[src/rtl/back_or_decoder.sv]
// Resolves the grouped back-wall OR pattern into candidate bar indices and
// streams them out one index per valid/ready handshake.
module back_or_decoder #(
    parameter int MAX_CAND = 8,
    parameter int CNT_W    = 16
) (
    input  logic             clk,
    input  logic             reset,
    input  logic [17:0]      grp_hit,
    input  logic             grp_valid,
    output logic             in_ready,
    output logic [27:0]      bar_mask,
    output logic [4:0]       bar_idx,
    output logic             bar_valid,
    output logic             bar_last,
    input  logic             out_ready,
    output logic             bar_none,
    output logic             trunc,
    output logic [CNT_W-1:0] evt_cnt
);
    localparam int EW = $clog2(MAX_CAND + 1);

    localparam int LO [0:17] = '{0, 1, 2, 4, 5, 6, 8, 9, 11, 12, 13, 15, 16, 17, 19, 20, 21, 23};
    localparam int HI [0:17] = '{4, 6, 7, 8, 10, 11, 12, 14, 15, 16, 18, 19, 21, 22, 23, 25, 26, 27};

    typedef enum logic [1:0] {IDLE, DECODE, EMIT} state_t;

    // A bar survives only if no group covering it is missing.
    function automatic logic [27:0] decode_cand(input logic [17:0] hit);
        logic [27:0] c;
        c = '1;
        for (int g = 0; g < 18; g++) begin
            for (int b = 0; b < 28; b++) begin
                if (b >= LO[g] && b <= HI[g] && !hit[g]) c[b] = 1'b0;
            end
        end
        return c;
    endfunction

    function automatic logic [4:0] lowest_bit(input logic [27:0] m);
        logic [4:0] idx;
        idx = '0;
        for (int b = 27; b >= 0; b--) begin
            if (m[b]) idx = 5'(b);
        end
        return idx;
    endfunction

    state_t           state_q, state_d;
    logic [17:0]      hit_q, hit_d;
    logic [27:0]      mask_q, mask_d;
    logic [27:0]      work_q, work_d;
    logic [EW-1:0]    emit_q, emit_d;
    logic [4:0]       idx_q, idx_d;
    logic             valid_q, valid_d;
    logic             last_q, last_d;
    logic             none_q, none_d;
    logic             trunc_q, trunc_d;
    logic             rdy_q, rdy_d;
    logic [CNT_W-1:0] evt_q, evt_d;

    logic [27:0]      cand;
    logic [27:0]      work_n;
    logic [EW-1:0]    emit_n;
    logic             hs;

    assign cand = decode_cand(hit_q);
    assign hs   = valid_q && out_ready;

    always_comb begin
        state_d = state_q;
        hit_d   = hit_q;
        mask_d  = mask_q;
        work_d  = work_q;
        emit_d  = emit_q;
        idx_d   = idx_q;
        valid_d = valid_q;
        last_d  = last_q;
        none_d  = 1'b0;
        trunc_d = trunc_q;
        rdy_d   = rdy_q;
        evt_d   = evt_q;
        work_n  = hs ? (work_q & ~(28'd1 << idx_q)) : work_q;
        emit_n  = hs ? (emit_q + EW'(1)) : emit_q;
        case (state_q)
            IDLE: begin
                if (grp_valid) begin
                    hit_d   = grp_hit;
                    evt_d   = evt_q + CNT_W'(1);
                    rdy_d   = 1'b0;
                    state_d = DECODE;
                end
            end
            DECODE: begin
                mask_d  = cand;
                work_d  = cand;
                emit_d  = '0;
                trunc_d = 1'b0;
                if (cand == '0) begin
                    none_d  = 1'b1;
                    rdy_d   = 1'b1;
                    state_d = IDLE;
                end else begin
                    state_d = EMIT;
                end
            end
            EMIT: begin
                work_d = work_n;
                emit_d = emit_n;
                if (hs && last_q) begin
                    valid_d = 1'b0;
                    last_d  = 1'b0;
                    trunc_d = (work_n != '0);
                    rdy_d   = 1'b1;
                    state_d = IDLE;
                end else if (!valid_q || hs) begin
                    // Present the next index; the first beat loads from the freshly decoded mask.
                    valid_d = 1'b1;
                    idx_d   = lowest_bit(work_n);
                    last_d  = ((work_n & (work_n - 28'd1)) == '0) ||
                              (emit_n == EW'(MAX_CAND - 1));
                end
            end
            default: state_d = IDLE;
        endcase
    end

    always_ff @(posedge clk or posedge reset) begin
        if (reset) begin
            state_q <= IDLE;
            hit_q   <= '0;
            mask_q  <= '0;
            work_q  <= '0;
            emit_q  <= '0;
            idx_q   <= '0;
            valid_q <= 1'b0;
            last_q  <= 1'b0;
            none_q  <= 1'b0;
            trunc_q <= 1'b0;
            rdy_q   <= 1'b1;
            evt_q   <= '0;
        end else begin
            state_q <= state_d;
            hit_q   <= hit_d;
            mask_q  <= mask_d;
            work_q  <= work_d;
            emit_q  <= emit_d;
            idx_q   <= idx_d;
            valid_q <= valid_d;
            last_q  <= last_d;
            none_q  <= none_d;
            trunc_q <= trunc_d;
            rdy_q   <= rdy_d;
            evt_q   <= evt_d;
        end
    end

    assign in_ready  = rdy_q;
    assign bar_mask  = mask_q;
    assign bar_idx   = idx_q;
    assign bar_valid = valid_q;
    assign bar_last  = last_q;
    assign bar_none  = none_q;
    assign trunc     = trunc_q;
    assign evt_cnt   = evt_q;
endmodule

[config.mk]
export PLATFORM = sky130hd
export DESIGN_NAME = back_or_decoder
export DESIGN_NICKNAME = d
export VERILOG_FILES = /design/src/rtl/back_or_decoder.sv
export SDC_FILE = /design/constraint.sdc
export NUM_CORES = 1
export LEC_CHECK = 0
export CAP_MARGIN = 20
export CORE_MARGIN = 2
export CORE_UTILIZATION = 25
export DETAILED_ROUTE_END_ITERATION = 6
export PLACE_DENSITY_LB_ADDON = 0.15
export SYNTH_ARGS = -nofsm -noshare
export SYNTH_HDL_FRONTEND = slang
export SYNTH_SLANG_ARGS = --single-unit
[constraint.sdc]
create_clock -name clk -period 9.91 [get_ports clk]
set_input_delay 1.982 -clock clk [delete_from_list [all_inputs] [get_ports clk]]
set_output_delay 1.982 -clock clk [all_outputs]
set_load 0.01 [all_outputs]
After elaboration in Yosys (flattened, before gate mapping):

Index checks and enable logic that the tools add are counted.

* $add $sub $neg: 3
* equality and inequality tests: 6
* shifts and indexed selects: 1
* muxes and demuxes: 116
* bitwise operators: 4
* reductions and logical operators: 18

Operator list (count)
* $mux W5: 28
* $mux W1: 78
* $and A28 B28 Y28: 2
* $logic_not A28 Y1: 2
* $pmux W28 S2: 1
* $mux W28: 1
* $not A28 Y28: 1
* $reduce_bool A28 Y1: 1
* $shl A1 B5 Y28 const A: 1
* $sub A28 B1 Y28 const B: 1
* $add A16 B1 Y16 const B: 1
* $pmux W4 S2: 1
* $reduce_and A2 Y1: 4
* $mux W2: 3
* $ne A2 B2 Y1 const B: 3
* $pmux W2 S3: 1
* $add A4 B1 Y4 const B: 1
* $eq A4 B3 Y1 const B: 1
* $mux W4: 1
* $reduce_and A4 Y1: 1
* $reduce_bool A2 Y1: 2
* $pmux W1 S3: 1
* $reduce_and A3 Y1: 1
* $reduce_bool A3 Y1: 1
* 8 further kinds: 10

* register bits: 106
* input bits: 22
* output and inout port bits: 54
* word-level logic and storage cells: 160

Longest topological paths before layout:

Gate-level depths: netlist (run 1).

* depth in word-level cells: 32
* depth in mapped cells: 9
* gate-level depth less buffers: 9

Worst setup path before layout (run 1):

Ideal clock, no wire load.

* path kind: input -> register
* from: input out_ready
* to: register idx_q[1], in the netlist bar_idx[1]
* library setup time: 0.142 ns
* arrival time: 3.627 ns
* required time: 9.768 ns
* setup slack: 6.141 ns
* cell stages on the path: 8
* buffers on the path: 1
* cell sequence: buf_2 nand4_1 o21a_1 o32a_1 a311oi_1 o21ai_1 a2111oi_2 o221ai_1

* longest elaborated chain between the ends: 30
* elaborated cells between the ends (all ways): 34
* classes of those cells: 29 x mux; 1 x bitwise; 4 x reduce/logical

RTL lines
* from (decl): line 16 `input logic out_ready,`
* $logic_and A1 B1 Y1 *: line 68 `assign hs = valid_q && out_ready;`
* $mux W28: line 83 `work_n = hs ? (work_q & ~(28'd1 << idx_q)) : work_q;`
* $mux W5 (28 in a row): line 44 `if (m[b]) idx = 5'(b);`
* to (signal assigned): line 148 `idx_q <= idx_d;`
* to (decl): line 54 `logic [4:0] idx_q, idx_d;`

Every way passes the cells marked *; elsewhere a longest branch is shown, timed or not.
A chain may end at the register's enable or synchronous reset.

Worst setup path in the final report (run 1):

* from: input out_ready
* to: register last_q, in the netlist bar_last

* longest elaborated chain between the ends: 8
* elaborated cells between the ends (all ways): 14
* classes of those cells: 1 x add/sub; 1 x eq/ne; 4 x mux; 1 x bitwise; 7 x reduce/logical

RTL lines
* $logic_and A1 B1 Y1 *: line 68
* $mux W28: line 83
* $sub A28 B1 Y28: line 120 `last_d = ((work_n & (work_n - 28'd1)) == '0) ||`
* $and A28 B28 Y28: line 120
* $logic_not A28 Y1: line 120
* $logic_or A1 B1 Y1: line 120
* $mux W1: line 116 `end else if (!valid_q || hs) begin`
* $mux W1: line 110 `if (hs && last_q) begin`
* to (signal assigned): line 150 `last_q <= last_d;`
* to (decl): line 56 `logic last_q, last_d;`

Every way passes the cells marked *; elsewhere a longest branch is shown, timed or not. The select of a mux whose other input is x is not followed.

==> results of run 1 <==
==> sequential cells by signal, indices dropped and copies added (netlist names) <==
register and flops:
bar_none 1, emit_q 4, in_ready 1, bar_mask 23
trunc 1, bar_idx 5, bar_valid 1, hit_q 18
work_q 28, bar_last 1, state_q 2, evt_cnt 16
==> cell families after synthesis <==
group	after synthesis	share of synthesized area, %
and+or+nand+nor	236	21.0
adders and majority gates	6	1.26
buffers and inverters	59	4.60
xor gates and xnor gates	16	2.43
muxes	31	6.05
DFF	101	43.8
AOI/OAI and AO/OA	182	20.9
==> synthesized netlist by cell type, types with 12 or more instances <==
cell type | n | share of area, %
a21oi_1 | 20 | 1.7
clkbuf_1 | 15 | 0.98
dfrtp_1 | 100 | 43
inv_1 | 22 | 1.4
mux2_2 | 31 | 6.1
nand2_1 | 93 | 6.1
nand3_1 | 21 | 1.8
nand4_1 | 17 | 1.8
nor2_1 | 31 | 2.0
nor3_1 | 12 | 1.0
o21ai_0 | 68 | 5.9
xnor2_1 | 13 | 2.0
==> per-layer routing <==
metal | part of all wire [%] | up-vias | wire [microns] | track usage [%]
met4 | 1.5 | 0 | 289 | 4.33
li1 | - | 2411 | - | -
met3 | 4.3 | 21 | 808 | 2.64
met5 | 0 | - | 0 | 0
met2 | 44 | 135 | 8380 | 24.3
met1 | 50 | 2447 | 9420 | 23.5
==> where the power goes <==
part,internal (mW),switching [mW]
logic,0.533,0.724
registers,0.564,0.212
clock network,0.179,0.179
total,1.28,1.11
==> worst max path at each step <==
stage                   start          to  slack, ns
floorplan               reset  bar_idx[0]       5.28
global placement    out_ready    bar_last       4.77
detailed placement  out_ready    bar_last       4.59
CTS                 out_ready    bar_last       4.94
global route        out_ready    bar_last       4.62
finish              out_ready    bar_last       4.86
==> cell type report <==
class | count | area, sq um
fillers | 2339 | 15600
clock inverters | 6 | 62.6
flip-flops and latches | 101 | 2530
multi-input cells | 471 | 2980
well taps | 285 | 357
inverters | 22 | 85.1
repair buffers | 79 | 781
clock buffers | 10 | 229
==> cells in the final DEF, fill, tap and decap left out, drive strengths merged, types with 6 or more instances in the layout <==
master	count
nand3	21
nor3	12
o22ai	6
clkbuf	10
clkdlybuf4s50	75
o21ai	75
nor2	31
o211ai	8
o31ai	8
inv	27
nor4	8
o21a	11
a21o	9
nand4	17
or2	11
xnor2	13
a21oi	20
dfrtp	100
a22o	8
nand2	93
o32ai	6
nand2b	7
nor3b	6
mux2	31
==> worst max-delay path, cell delays in order <==
cell and delay (ns):
clkdlybuf4s50_1 0.66, nand4bb_1 0.77, nor4_1 0.67, o32ai_1 0.33, nor4_4 0.38, nand2_1 0.08, a211oi_1 0.28, a31o_1 0.18
==> through the flow <==
| step | total power [mW] | hold slack [ns] | setup slack [ns] | utilization, % |
|---|---|---|---|---|
| floorplan | 1.57 | 0.443 | 5.28 | - |
| global placement | 2.03 | 0.460 | 4.77 | 29.7 |
| detailed placement | 2.03 | 0.466 | 4.59 | 29.7 |
| CTS | 2.41 | 0.476 | 4.94 | 31.0 |
| global route | 2.58 | 0.519 | 4.62 | 31.0 |
| finish | 2.39 | 0.472 | 4.86 | 31.0 |
==> results.yml, run 1 <==
worst_hold_path:
  hp-class: "register to register"
  hold_end: "evt_cnt[15]"
  whs_path_depth: 1
  hold_start: "evt_cnt[15]"
layout:
  stdcell_count: 974
  layout-drive-gt1-share_pct: 10.4
  nets: 711
  area_delta_synth_final_pct: 21.6
  stdcell_area_sq_mm: 0.00702
  num_antenna_cells: 0
synthesis:
  yosysSeqAreaShare_pct: 43.8
  async_reset_ff_share_pct: 100
  synth.avg_cell_area_sq_um: 9.14
  syn_inst: 631
  synth_edf_count: 0
  yosys_warnings: 0
  synth_seq_cells: 101
  synth_ff_type: "dfrtp_1"
  syn_area_sq_mm: 0.00577
  synth.distinct_cells: 68
  synth_nets: 658
worst_setup_path:
  path_class: "input pin to register"
  regToRegSetupSlack_ns: 6.57
  start_kind: "input pin"
  reg2reg_from: "bar_valid"
  worstPathRequired_ns: 10.20
  cp-end-kind: "register"
  arrival_ns: 5.34
  r2r_cells: 7
  cp_max_fo: 21
  r2r_end: "bar_last"
die:
  initial_core_util_pct: 25.5
  ios: 76
  fp.dieW_microns: 156
  die_h_microns: 156
  fp.coreArea_sq_mm: 0.0226
  fp-row-count: 55
  fp.dieArea_sq_mm: 0.0243
place:
  dp_hpwl_mm: 13.9
  dp.cells: 958
  place_area_sq_mm: 0.00673
  globalplace.congestion: 0.860
  portBuffers: 75
sta:
  tightestPinTransition_ns: 1.02
  finalHoldViolCount: 0
  fin_worst_skew_ns: 0.0105
  setup_viol: 0
  rsz0062_at_grt: "no"
  fmax_ghz: 0.198
  final.setup.tns_ns: 0
  slew-limit-headroom_pct: 32.1
  slew_violations: 0
  period_share_pct: 51.0
  period_needed_ns: 5.05
clock_tree:
  clock_tree.htree_level_count: 3
  cts_resized: 0
  cts_buffer_depth: 2
  cts_setup_buffers: 0
  clock-sinks: 101
  insertion_delay_ns: 0.35
  cts_buffers: 9
  clock-root-buffer: "clkbuf_16"
  cts.reportedPaths.clkPinSlew_ns: 0.07
  cts_tree: "built"
  cts-hold-fix-buffers: 0
detailed_routing:
  drt_wl_total_mm: 18.9
  postRouteAntennaNets: 0
  drc: 0
  wl_per_cell_microns: 19.4
  first_pass_iters: 7
  drtIter0Drc: 310
  vias: 5014
  viasPerCell: 5.15
power_and_ir_drop:
  p_per_area_mw_per_mm2: 341
  p_leak_nw: 2.86
  peakVddDrop_mv: 0.123
global_route:
  grt_max_degree: 54
  antenna_found_initial: 0
  grt-ovfl-total: 0
  grt_pass1_wl_mm: 30.1
  track_usage_pct: 16.0
  grt_pass1_vias: 5010
run_status:
  status: "completed"
flow_run:
  drv_cap: 0
(Power assumes the default switching activity.)
==> run 2: changes to the inputs <==
- clock period: 9.91 -> 4.7 ns (I/O delays scaled with it)
==> results.yml, run 2 (synthesis gave the netlist of run 1 again) <==
sta:
  setup_viol: 0
  slew-limit-headroom_pct: 28.6
  fmax_ghz: 0.237
  fin_worst_skew_ns: 0.0137
  period_share_pct: 89.8
  tightestPinTransition_ns: 1.07
  finalHoldViolCount: 0
  slew_violations: 0
  final.setup.tns_ns: 0
  period_needed_ns: 4.22
  rsz0062_at_grt: "no"
die:
  fp.dieArea_sq_mm: 0.0243
  die_h_microns: 156
  fp.dieW_microns: 156
  fp-row-count: 55
  ios: 76
  initial_core_util_pct: 25.5
  fp.coreArea_sq_mm: 0.0226
detailed_routing:
  postRouteAntennaNets: 0
  drt_wl_total_mm: 19.3
  first_pass_iters: 6
  drtIter0Drc: 407
  viasPerCell: 5.19
  drc: 0
  vias: 5078
  wl_per_cell_microns: 19.7
power_and_ir_drop:
  p_leak_nw: 2.90
  p_per_area_mw_per_mm2: 723
  fin_total_pwr_mw: 5.12
  peakVddDrop_mv: 0.258
clock_tree:
  cts_tree: "built"
  insertion_delay_ns: 0.36
  clock_tree.htree_level_count: 3
  cts.reportedPaths.clkPinSlew_ns: 0.08
  cts-hold-fix-buffers: 0
  cts_buffers: 9
  cts_setup_buffers: 0
  clock-sinks: 101
  cts_resized: 0
  clock-root-buffer: "clkbuf_16"
  cts_buffer_depth: 2
layout:
  area_delta_synth_final_pct: 22.7
  regMostFlops: "work_q"
  final_common_cell: "dfrtp_1"
  stdcell_count: 979
  largest_reg_flops: 28
  fillers: 2370
  num_antenna_cells: 0
  nets: 716
  layout-drive-gt1-share_pct: 11.1
  final_cell_mix: "dfrtp_1 (100), nand2_1 (93), clkdlybuf4s50_1 (75)"
worst_setup_path:
  r2r_cells: 7
  reg2reg_from: "bar_valid"
  crit_path_end: "bar_last"
  regToRegSetupSlack_ns: 1.17
  start_kind: "input pin"
  cp-end-kind: "register"
  cp_max_fo: 25
  path_class: "input pin to register"
  arrival_ns: 4.52
  crit_start: "out_ready"
  worstPathRequired_ns: 5.00
  r2r_end: "bar_last"
global_route:
  antenna_found_initial: 0
  grt_pass1_wl_mm: 30.7
  grt_pass1_vias: 5170
  grt_max_degree: 39
  track_usage_pct: 16.4
  grt-ovfl-total: 0
place:
  dp.cells: 962
  globalplace.congestion: 0.909
  dp_hpwl_mm: 14.4
  portBuffers: 75
worst_hold_path:
  hp-class: "register to register"
flow_run:
  drv_cap: 0
run_status:
  status: "completed"
-- run 2: changes by cell type in the layout (fill, tap and decap cells not counted), sizes merged --
cell	delta
buf	+5
clkinv	+3
bufinv	+1
inv	-4
-- run 2: metal layers --
layer / GRT usage (%) / wire [microns] / up-vias
met3: 2.25 / 758 / 26
met2: 25.3 / 8580 / 149
met1: 23.5 / 9520 / 2494
met4: 5.68 / 415 / 0
met5: 0 / 0 / -
li1: - / - / 2409
-- run 2: layout make-up --
class | count | area, sq um | share of cell area, %
clock inverters | 6 | 83.8 | 1.18
inverters | 22 | 85.1 | 1.20
multi-input cells | 471 | 2980 | 42.0
clock buffers | 10 | 229 | 3.24
repair buffers | 84 | 818 | 11.6
well taps | 285 | 357 | 5.04
flip-flops and latches | 101 | 2530 | 35.7
-- run 2: where the power goes --
group	internal, mW	switching, mW
Combinational	1.15	1.50
Sequential	1.19	0.476
Clock	0.425	0.371
Total	2.76	2.35
-- run 2: per-stage QoR --
| step | hold WS, ns | util, % | cell area, sq um | worst slack [ns] |
|---|---|---|---|---|
| 3_3_place_gp | 0.461 | 29.8 | 6760 | 0.0862 |
| 5_1_grt | 0.502 | 31.3 | 7080 | 0.216 |
| 6_report | 0.472 | 31.3 | 7080 | 0.481 |
| 2_1_floorplan | 0.443 | - | 5770 | 1.11 |
| 4_1_cts | 0.479 | 31.2 | 7070 | 0.603 |
| 3_5_place_dp | 0.465 | 29.8 | 6760 | 0.255 |
-- run 2: worst min-delay path by stage --
stage	start	endpoint	slack [ns]	cells past startpoint
global route	evt_cnt[2]	evt_cnt[2]	0.50	1
floorplan	emit_q[3]	emit_q[3]	0.44	1
detailed placement	evt_cnt[15]	evt_cnt[15]	0.46	1
global placement	evt_cnt[15]	evt_cnt[15]	0.46	1
CTS	evt_cnt[15]	evt_cnt[15]	0.48	1
finish	evt_cnt[15]	evt_cnt[15]	0.47	1
-- run 2: worst max-delay path: stages --
cell	delay (ns)
clkdlybuf4s50_1	0.72
nand4b_2	0.60
o311ai_0	0.99
o2111ai_1	0.34
nor4_1	0.31
nand4b_1	0.18
nor4_1	0.25
a31o_1	0.18
==> run 3: changes to the inputs <==
- clock period: 4.7 -> 3.6 ns (I/O delays scaled with it)
==> results.yml, run 3 (synthesis gave the netlist of run 1 again) <==
power_and_ir_drop:
  fin_total_pwr_mw: 6.67
  switching_power_mw: 3.08
  switching_share_pct: 46.2
  combPwrFrac_pct: 53.1
  seqPwrFrac_pct: 32.2
  p_leak_nw: 2.93
  peakVddDrop_mv: 0.290
  internal_power_mw: 3.59
  p_per_area_mw_per_mm2: 934
  p_clk_share_pct: 14.7
die:
  die_h_microns: 156
  fp-row-count: 55
  initial_core_util_pct: 25.5
  ios: 76
  fp.coreArea_sq_mm: 0.0226
  fp.dieW_microns: 156
  fp.dieArea_sq_mm: 0.0243
worst_setup_path:
  crit_start: "out_ready"
  reg2reg_from: "bar_idx[0]"
  crit_path_end: "bar_last"
  path_class: "input pin to register"
  r2r_cells: 7
  worstPathRequired_ns: 3.90
  cp-end-kind: "register"
  arrival_ns: 3.34
  cp_max_fo: 10
  regToRegSetupSlack_ns: 0.61
  start_kind: "input pin"
  r2r_end: "bar_last"
layout:
  area_delta_synth_final_pct: 23.9
  regMostFlops: "work_q"
  largest_reg_flops: 28
  stdcell_count: 989
  final_cell_mix: "dfrtp_1 (100), nand2_1 (93), clkdlybuf4s50_1 (75)"
  layout-drive-gt1-share_pct: 12.5
  num_antenna_cells: 0
  nets: 726
  final_common_cell: "dfrtp_1"
detailed_routing:
  drc: 0
  drtIter0Drc: 309
  first_pass_iters: 5
  wl_per_cell_microns: 19.1
  viasPerCell: 5.19
  drt_wl_total_mm: 18.9
  postRouteAntennaNets: 0
  vias: 5131
sta:
  fmax_ghz: 0.329
  final.setup.tns_ns: 0
  period_needed_ns: 3.04
  tightestPinTransition_ns: 0.893
  fin_worst_skew_ns: 0.00844
  period_share_pct: 84.4
  rsz0062_at_grt: "no"
  setup_viol: 0
  finalHoldViolCount: 0
  slew_violations: 0
  slew-limit-headroom_pct: 40.3
global_route:
  antenna_found_initial: 0
  globalRouteMet3Util_pct: 2.53
  grt_use_met2_pct: 25.2
  busiest_layer: "met2"
  grt_max_degree: 50
  use_met1_pct: 22.6
  grt_pass1_wl_mm: 30.3
  track_usage_pct: 16.0
  grt_pass1_vias: 5167
  grt-ovfl-total: 0
worst_hold_path:
  hp-class: "register to register"
  whs_path_depth: 1
clock_tree:
  cts_buffers: 9
  cts_setup_buffers: 0
  cts_tree: "built"
  cts_resized: 0
  clock-root-buffer: "clkbuf_16"
  cts-hold-fix-buffers: 0
  cts.reportedPaths.clkPinSlew_ns: 0.08
  clock_tree.htree_level_count: 3
  clock-sinks: 101
  insertion_delay_ns: 0.36
  cts_buffer_depth: 2
place:
  dp.cells: 973
  portBuffers: 75
  globalplace.congestion: 0.892
  dp_hpwl_mm: 14.3
flow_run:
  drv_cap: 0
run_status:
  status: "completed"
run 3: changes by cell type in the layout (fill, tap and decap cells not counted), moves of 2 or more:
| cell | previous run | this run |
|---|---|---|
| buf_4 | 9 | 18 |
| clkinvlp_4 | 0 | 2 |
| clkinv_4 | 3 | 1 |
| inv_6 | 0 | 2 |
run 3: cell type report:
cell class              count  area [sq um]
inverters                  22          85.1
repair buffers             94           906
clock inverters             7          68.8
clock buffers               9           225
multi-input cells         471          2980
well taps                 285           357
fillers                  2357         15500
flip-flops and latches    101          2530
run 3: worst max-delay path, cell delays in order:
cell,delay [ns]
clkdlybuf4s50_1,0.50
buf_4,0.18
nand4b_2,0.12
buf_4,0.20
nor4_1,0.32
o32ai_1,0.21
buf_4,0.20
nor4_4,0.28
nand2_1,0.09
a211oi_1,0.32
a31o_1,0.18
run 3: per-layer routing:
| metal | up-vias | share of wire (%) |
|---|---|---|
| li1 | 2431 | - |
| met1 | 2507 | 48 |
| met2 | 165 | 45 |
| met3 | 28 | 4.7 |
| met4 | 0 | 2.4 |
| met5 | - | 0 |
run 3: power by group through the flow:
stage	sequential, mW	clock (mW)	combinational [mW]
detailed placement	2.17	0	3.56
CTS	2.15	1.02	3.58
global placement	2.17	0	3.59
global route	2.23	1.07	3.93
floorplan	1.99	0	2.34
finish	2.15	0.979	3.54
run 3: through the flow:
stage / hold WS, ns / setup WS [ns] / cell area [sq um] / utilization (%)
floorplan: 0.443 / 0.235 / 5770 / -
global route: 0.484 / 0.392 / 7150 / 31.6
global placement: 0.460 / 0.188 / 6850 / 30.3
detailed placement: 0.470 / 0.186 / 6850 / 30.3
CTS: 0.484 / 0.558 / 7150 / 31.6
finish: 0.478 / 0.561 / 7150 / 31.6
run 3: worst min path at each step:
stage               slack (ns)     endpoint        start
CTS                       0.48  evt_cnt[15]  evt_cnt[15]
global route              0.48  evt_cnt[15]  evt_cnt[15]
floorplan                 0.44    emit_q[3]    emit_q[3]
detailed placement        0.47    emit_q[3]    emit_q[3]
finish                    0.48  evt_cnt[15]  evt_cnt[15]
global placement          0.46  evt_cnt[15]  evt_cnt[15]
